File: src/rtl/tty_ctl.sv
// tty_ctl: KL8E-style console controller placed between the PDP-8 IOT bus and
// an asynchronous uart.
//
// Keyboard (KBD_DEV) and printer (TTY_DEV) IOTs are decoded combinationally.
// The keyboard flag, printer flag and interrupt enable are held here. The
// uart's four-phase req/ack load/unload handshakes are sequenced here, and the
// uart's baud clock enables are generated here.
//
// State table
//   TX state | meaning
//   IDLE     | no character in flight, a print may be accepted
//   REQ      | uart_tx_req high, waiting for uart_tx_ack
//   REL      | request dropped, waiting for uart_tx_ack to fall
//   START    | waiting for the uart transmitter to go busy
//   BUSY     | waiting for the uart transmitter to go idle again
//   DONE     | character sent, sets the printer flag
//
//   RX state | meaning
//   IDLE     | waiting for a character while the keyboard flag is clear
//   REQ      | uart_rx_req high, waiting for uart_rx_ack
//   REL      | request dropped, latches data when uart_rx_ack falls
//
// Ports
//   clk, reset           system clock, synchronous active-high reset
//   iot, io_dev, io_op   one-cycle IOT strobe with device code and op bits
//   io_data_in           AC[4:11] from the CPU
//   io_data_out/_rd      data ORed into AC, and its valid strobe
//   io_skip, io_clear_ac skip and clear-AC requests (valid only while iot=1)
//   interrupt            registered interrupt request level
//   rx_tick, tx_tick     uart rx (16x baud) and tx (1x baud) clock enables
//   uart_tx_*            uart load handshake, character and idle status
//   uart_rx_*            uart unload handshake, character and empty status
//   tx_overrun           sticky: a print arrived while a character was in flight
module tty_ctl #(
  parameter int         CLK_DIV = 16,
  parameter logic [5:0] KBD_DEV = 6'o03,
  parameter logic [5:0] TTY_DEV = 6'o04
) (
  input  logic       clk,
  input  logic       reset,
  input  logic       iot,
  input  logic [5:0] io_dev,
  input  logic [2:0] io_op,
  input  logic [7:0] io_data_in,
  output logic [7:0] io_data_out,
  output logic       io_data_rd,
  output logic       io_skip,
  output logic       io_clear_ac,
  output logic       interrupt,
  output logic       rx_tick,
  output logic       tx_tick,
  output logic       uart_tx_req,
  input  logic       uart_tx_ack,
  output logic [7:0] uart_tx_data,
  input  logic       uart_tx_empty,
  output logic       uart_rx_req,
  input  logic       uart_rx_ack,
  input  logic [7:0] uart_rx_data,
  input  logic       uart_rx_empty,
  output logic       tx_overrun
);

  localparam int               DIV_W    = $clog2(CLK_DIV);
  localparam logic [DIV_W-1:0] DIV_LAST = DIV_W'(CLK_DIV - 1);

  typedef enum logic [2:0] {
    TX_IDLE, TX_REQ, TX_REL, TX_START, TX_BUSY, TX_DONE
  } tx_state_t;

  typedef enum logic [1:0] {
    RX_IDLE, RX_REQ, RX_REL
  } rx_state_t;

  tx_state_t        tx_state;
  rx_state_t        rx_state;
  logic [DIV_W-1:0] div_cnt;
  logic [3:0]       tick_cnt;
  logic             kbd_flag;
  logic             tty_flag;
  logic             ie;
  logic [7:0]       kbd_buf;
  logic [7:0]       tx_buf;

  // decoded IOT side effects, applied at the next clock edge
  logic kbd_clr;
  logic tty_clr;
  logic tty_set_iot;
  logic ie_wr;
  logic print;

  // hardware flag sets; these override an IOT clear in the same cycle
  logic tty_set_hw;
  logic kbd_set_hw;

  assign rx_tick      = (div_cnt == DIV_LAST);
  assign tx_tick      = rx_tick && (tick_cnt == 4'hF);
  assign uart_tx_data = tx_buf;

  assign tty_set_hw = (tx_state == TX_DONE);
  assign kbd_set_hw = (rx_state == RX_REL) && !uart_rx_ack;

  always_comb begin
    io_skip     = 1'b0;
    io_clear_ac = 1'b0;
    io_data_rd  = 1'b0;
    kbd_clr     = 1'b0;
    tty_clr     = 1'b0;
    tty_set_iot = 1'b0;
    ie_wr       = 1'b0;
    print       = 1'b0;
    if (iot && (io_dev == KBD_DEV)) begin
      case (io_op)
        3'd0: kbd_clr = 1'b1;
        3'd1: io_skip = kbd_flag;
        3'd2: begin
          io_clear_ac = 1'b1;
          kbd_clr     = 1'b1;
        end
        3'd4: io_data_rd = 1'b1;
        3'd5: ie_wr = 1'b1;
        3'd6: begin
          io_clear_ac = 1'b1;
          io_data_rd  = 1'b1;
          kbd_clr     = 1'b1;
        end
        default: ;
      endcase
    end else if (iot && (io_dev == TTY_DEV)) begin
      case (io_op)
        3'd0: tty_set_iot = 1'b1;
        3'd1: io_skip = tty_flag;
        3'd2: tty_clr = 1'b1;
        3'd4: print = 1'b1;
        3'd5: io_skip = kbd_flag | tty_flag;
        3'd6: begin
          tty_clr = 1'b1;
          print   = 1'b1;
        end
        default: ;
      endcase
    end
    io_data_out = io_data_rd ? kbd_buf : 8'h00;
  end

  always_ff @(posedge clk) begin
    if (reset) begin
      tx_state    <= TX_IDLE;
      rx_state    <= RX_IDLE;
      div_cnt     <= '0;
      tick_cnt    <= 4'h0;
      kbd_flag    <= 1'b0;
      tty_flag    <= 1'b0;
      ie          <= 1'b1;
      kbd_buf     <= 8'h00;
      tx_buf      <= 8'h00;
      tx_overrun  <= 1'b0;
      interrupt   <= 1'b0;
      uart_tx_req <= 1'b0;
      uart_rx_req <= 1'b0;
    end else begin
      if (rx_tick) begin
        div_cnt  <= '0;
        tick_cnt <= tick_cnt + 4'h1;
      end else begin
        div_cnt <= div_cnt + 1'b1;
      end

      if (ie_wr) ie <= io_data_in[0];

      // uses the pre-edge flags and enable, giving the one-clock lag
      interrupt <= ie & (kbd_flag | tty_flag);

      case (tx_state)
        TX_IDLE: begin
          if (print) begin
            tx_buf      <= io_data_in;
            uart_tx_req <= 1'b1;
            tx_state    <= TX_REQ;
          end
        end
        TX_REQ: begin
          if (uart_tx_ack) begin
            uart_tx_req <= 1'b0;
            tx_state    <= TX_REL;
          end
        end
        TX_REL:   if (!uart_tx_ack)  tx_state <= TX_START;
        TX_START: if (!uart_tx_empty) tx_state <= TX_BUSY;
        TX_BUSY:  if (uart_tx_empty)  tx_state <= TX_DONE;
        TX_DONE:  tx_state <= TX_IDLE;
        default:  tx_state <= TX_IDLE;
      endcase

      if (print && (tx_state != TX_IDLE)) tx_overrun <= 1'b1;

      case (rx_state)
        RX_IDLE: begin
          // a held keyboard flag leaves the next character in the uart
          if (!uart_rx_empty && !kbd_flag) begin
            uart_rx_req <= 1'b1;
            rx_state    <= RX_REQ;
          end
        end
        RX_REQ: begin
          if (uart_rx_ack) begin
            uart_rx_req <= 1'b0;
            rx_state    <= RX_REL;
          end
        end
        RX_REL: begin
          if (!uart_rx_ack) begin
            kbd_buf  <= uart_rx_data;
            rx_state <= RX_IDLE;
          end
        end
        default: rx_state <= RX_IDLE;
      endcase

      if (kbd_set_hw)   kbd_flag <= 1'b1;
      else if (kbd_clr) kbd_flag <= 1'b0;

      if (tty_set_hw || tty_set_iot) tty_flag <= 1'b1;
      else if (tty_clr)              tty_flag <= 1'b0;
    end
  end

endmodule
File: config.mk
export PLATFORM = sky130hd
export DESIGN_NAME = tty_ctl
export DESIGN_NICKNAME = d
export VERILOG_FILES = /design/src/rtl/tty_ctl.sv
export SDC_FILE = /design/constraint.sdc
export NUM_CORES = 1
export LEC_CHECK = 0
export ABC_AREA = 0
export BUFFER_PORTS_ARGS = -buffer_cell sky130_fd_sc_hd__clkbuf_2
export CAP_MARGIN = 30
export CORE_ASPECT_RATIO = 1.75
export CORE_MARGIN = 1.5
export CORE_UTILIZATION = 42
export CTS_CLUSTER_SIZE = 20
export DETAILED_ROUTE_END_ITERATION = 10
export GPL_TIMING_DRIVEN = 0
export PLACE_DENSITY = 0.76
export SYNTH_ARGS = -nofsm -noshare
export SYNTH_HDL_FRONTEND = slang
export SYNTH_SLANG_ARGS = --single-unit
File: constraint.sdc
create_clock -name clk -period 1.77 [get_ports clk]
set_input_delay 0.177 -clock clk [delete_from_list [all_inputs] [get_ports clk]]
set_output_delay 0.177 -clock clk [all_outputs]
set_load 0.05 [all_outputs]
Yosys cells after proc, flatten, opt, wreduce, memory -nomap -nowiden --
Cells that the tools add are included.
Storage, ports and cells: register bits 36, bits of input ports 32, output and inout port bits 25, word-level logic and storage cells 110
Cells by class: add/subtract/negate cells 2, eq/ne operators 24, muxes and demuxes 40, bitwise operators 3, reduce and logical (&&, ||, !) cells 28
Operator list (number):
- two-way mux 1 bit | 26
- inequality test 2 bit (second input constant) | 8
- == test 3 bit (second input constant) | 5
- two-way mux 3 bit | 5
- one-hot mux 3 bit (5 select lines) | 1
- == test 3 x 2 -> 1 bit (second input constant) | 3
- AND reduction 3 bit | 3
- adder 4 x 1 -> 4 bit (second input constant) | 2
- == test 4 bit (second input constant) | 2
- two-way mux 8 bit | 1
- nonzero test 2 bit | 4
- == test 3 x 1 -> 1 bit (second input constant) | 2
- == test 6 x 2 -> 1 bit (second input constant) | 1
- == test 6 x 3 -> 1 bit (second input constant) | 1
- logical AND 1 bit | 6
- zero test 3 bit | 2
- two-way mux 2 bit | 3
- one-hot mux 1 bit (2 select lines) | 3
- one-hot mux 2 bit (3 select lines) | 1
- OR reduction 2 bit | 3
- AND reduction 5 bit | 1
- AND reduction 2 bit | 2
- zero test 1 bit | 3
- nonzero test 3 bit | 1
- other kinds (8) | 8

Longest topological paths before layout --
depth in word-level cells 7, depth in mapped cells 5, gate-level depth less buffers 5

Least setup slack after synthesis --
OpenSTA, ideal clock, no wires.
kind input -> output, start point in io_dev[3], end point out io_data_out[0], data arrival time 1.589 ns, required time 1.593 ns, setup slack 0.004 ns, cell stages on the path 4, path buffers 1, cell sequence nor4b_2 and3_1 buf_2 and2_1
On the way: cells in the longest elaborated chain, start to end 4
Ends and longest elaborated chain:
- from (decl) | RTL line 42 | input logic [5:0] io_dev,
- == test 6 x 2 -> 1 bit | RTL line 111 | if (iot && (io_dev == KBD_DEV)) begin
- logical AND 1 bit | RTL line 111
- two-way mux 1 bit | RTL line 111
- named net io_data_rd | RTL line 46 | output logic io_data_rd,
- two-way mux 8 bit | RTL line 142 | io_data_out = io_data_rd ? kbd_buf : 8'h00;
- to (decl) | RTL line 45 | output logic [7:0] io_data_out,
The timed path passes the listed nets, and every way through them passes these cells.

Final worst setup path --
start point reg div_cnt[0], end point out rx_tick
On the way: cells in the longest elaborated chain, start to end 1
Ends and longest elaborated chain:
- from (decl) | RTL line 76 | logic [DIV_W-1:0] div_cnt;
- from (signal assigned) | RTL line 165 | div_cnt <= div_cnt + 1'b1;
- == test 4 bit | RTL line 95 | assign rx_tick = (div_cnt == DIV_LAST);
- to (decl) | RTL line 50 | output logic rx_tick,
No other way between the ends.

==> flow_metrics.py <==
metrics = {
    "outcome": {
        "outcome": "complete, no violations",
    },
    "floorplanning": {
        "die_h_um": 87.1,
        "die_area_um2": 4450,
        "rows": 30,
        "io_pins": 57,
        "core_um2": 3870,
        "initial_core_util_pct": 43.9,
        "die_width_um": 51.1,
    },
    "sta": {
        "finalCritPeriodShare_pct": 93.0,
        "setup_ws_ns": 0.124,
        "clock.fmax_mhz": 608,
        "hold_violations": 0,
        "relSlewSlack_pct": 67.9,
        "min_period_ns": 1.65,
        "finalSetupTns_ns": 0,
        "drv_slew": 0,
        "setup_viol": 0,
        "tightest_slew_ns": 0.481,
        "rsz0062_at_grt": "no",
        "clock_skew_ns": 0.00472,
        "hold-worst-slack_ns": 0.118,
    },
    "clock_network": {
        "cts-root-buf": "clkbuf_8",
        "tritoncts": "yes",
        "numCtsBuffers": 5,
        "ctsHtreeMaxLevel": 2,
        "clk_pin_slew_worst_paths_ns": 0.07,
        "clock_tree.buffer_depth": 2,
        "worstSkewPairLatency_ns": 0.29,
        "cts_hold_buf": 0,
        "cts.sinks": 36,
    },
    "placed_design": {
        "io_buffers": 55,
        "pre_cts_ws_ns": -0.0922,
        "postPlaceCellArea_um2": 2030,
        "routabilityCongestion": 0.781,
        "dp_hpwl_mm": 2.69,
    },
    "final_layout": {
        "final_layout_size_suffix_gt1_share_pct": 28.3,
        "final.fill_count": 385,
        "num-nets-final": 284,
        "layout_commonest_cell": "clkbuf_2",
        "final_cell_mix": "53 x clkbuf_2, 36 x dfxtp_1, 21 x nor2_1, 17 x nand2b_1, 17 x mux2i_1",
        "syn_to_final_growth_pct": 26.7,
        "diodes": 0,
        "final_area_um2": 2150,
    },
    "global_route": {
        "gr-usage-all-layers_pct": 17.5,
        "grt_max_degree": 12,
        "antenna_found_initial": 0,
        "overflow": 0,
        "grt_pass1_vias": 1448,
        "grt_pass1_wl_mm": 5.91,
    },
    "logic_synthesis": {
        "avgSynthCellArea_um2": 9.09,
        "ys_ff_latch": 36,
        "synth_area_leaders": "dfxtp_1 42%, mux2i_1 10%, nand2b_1 6.3%",
        "synth_top_area_share_pct": 42.4,
        "yosysWarnings": 0,
        "postSynthCellCount": 187,
        "ys.flop_type": "dfxtp_1",
        "netlist_area_um2": 1700,
        "synth_edf_count": 0,
        "ys_async_sr_fraction_pct": 0,
        "yosysTopAreaCell": "dfxtp_1",
        "ys_seq_area_share_pct": 42.4,
        "ys_types": 40,
        "syn-num-nets": 221,
    },
    "power_and_ir_drop": {
        "internal_power_w": 0.00120,
        "p_sw_share_pct": 24.0,
        "p_comb_share_pct": 9.0,
        "p_seq_share_pct": 53.1,
        "p_leak_nw": 0.906,
        "peakVddDrop_uv": 619,
        "p_sw_w": 0.000380,
        "power_density_nw_per_um2": 736,
        "clkPwrFrac_pct": 37.9,
    },
    "route": {
        "drt-initial-drc-count": 19,
        "wl_per_cell_um": 11.9,
        "route.antenna.remaining_nets": 0,
        "vias_per_cell": 5.09,
        "wirelength_mm": 3.55,
        "drc": 0,
        "vias": 1522,
        "dr.pass1.iters": 4,
    },
    "setup_path": {
        "timing.rr.start": "div_cnt[0]$_SDFF_PP0_",
        "r2r_slack_ns": 0.38,
        "startpoint": "div_cnt[0]$_SDFF_PP0_",
        "crit_type": "reg -> out",
        "cp.arrival_ns": 1.47,
        "worstRegToRegCells": 4,
        "r2r_end": "tick_cnt[3]$_SDFFE_PP0P_",
        "crit_required_ns": 1.59,
        "end_kind": "output pin",
        "crit_path_max_fanout": 5,
        "startpoint_type": "register",
    },
    "min_path": {
        "hp-start": "uart_rx_data[2]",
        "hp-class": "in -> reg",
        "hold_path_end": "kbd_buf[2]$_SDFFE_PP0P_",
        "hold_depth": 3,
    },
    "flow_run": {
        "maxCapViolCount": 0,
    },
}
==> worst max-delay path, stage by stage, from the launching register on <==
cell and delay [ns]:
dfxtp_1 0.38, ha_1 0.25, nand3_1 0.17, inv_2 0.14
clkbuf_4 0.24
==> synth_stat cells (3+ instances only) <==
library cell / number
dfxtp_1: 36
nor2_1: 21
mux2i_1: 17
nand2b_1: 17
a21oi_1: 10
and2_1: 8
clkbuf_1: 7
inv_1: 7
nor3_1: 6
nand2_1: 5
nand3_1: 4
a211oi_1: 3
and3_1: 3
nor3b_1: 3
nor4bb_1: 3
o21ai_0: 3
xnor2_1: 3
==> flip-flops by register name (all words and copies together), names as in the netlist, 2 cells and up <==
name and count:
kbd_buf 8, uart_tx_data 8, div_cnt 4, tick_cnt 4
tx_state 3, rx_state 2
==> per-stage QoR <==
stage | cells | total power, W | utilization (%)
detailed placement | 290 | 0.000999 | 52.6
floorplan | 187 | 0.000934 | -
CTS | 298 | 0.00160 | 55.2
global placement | 290 | 0.000996 | 52.6
global route | 299 | 0.00166 | 55.7
finish | 299 | 0.00158 | 55.7
==> kinds of logic after synthesis <==
| logic type | Yosys count | share of synthesized area, % |
|---|---|---|
| and+or+nand+nor | 84 | 29.8 |
| DFF | 36 | 42.4 |
| AOI/OAI and AO/OA | 26 | 9.65 |
| buffers and inverters | 18 | 4.57 |
| muxes | 17 | 10.0 |
| xor gates and xnor gates | 4 | 2.06 |
| adders and majority gates | 2 | 1.47 |
==> layer usage <==
| layer | wire [um] | GRT usage [%] |
|---|---|---|
| met1 | 1410 | 17.6 |
| met2 | 1830 | 30.8 |
| met3 | 238 | 6.36 |
| met4 | 71 | 8.60 |
| met5 | 0 | 0 |
==> power groups by stage <==
stage | logic (W) | registers (W) | clock network (W)
after global routing | 0.000159 | 0.000841 | 0.000658
final | 0.000143 | 0.000840 | 0.000600
after detailed placement | 0.000140 | 0.000859 | 0
after floorplan | 0.0000681 | 0.000866 | 0
after CTS | 0.000143 | 0.000840 | 0.000621
after global placement | 0.000137 | 0.000858 | 0
==> layout make-up <==
cell class	instances	area, um2	share of cell area, %
Multi-Input combinational cell	133	916	42.6
Sequential cell	36	721	33.5
Timing Repair Buffer	56	285	13.3
Clock buffer	6	82.6	3.84
Tap cell	48	60.1	2.79
Buffer	10	47.5	2.21
Inverter	8	30.0	1.40
Clock inverter	2	10.0	0.465
==> worst max path at each step <==
stage,to,slack (ns),cells after the start
after global routing,tx_tick,0.007,4
final,rx_tick,0.12,4
after global placement,io_data_out[5],-0.06,6
after detailed placement,io_data_out[0],-0.09,6
after floorplan,io_data_out[0],0.004,4
after CTS,io_data_out[0],0.04,6
==> repair_timing <==
| item | 4_1_cts | 5_1_grt |
|---|---|---|
| buffers inserted | 0 | 1 |
| resized for setup | 1 | 4 |
| pin swaps | 0 | 1 |
| setup endpoints to repair | 8 | 10 |
No activity file was read; power rests on OpenSTA's default activity.
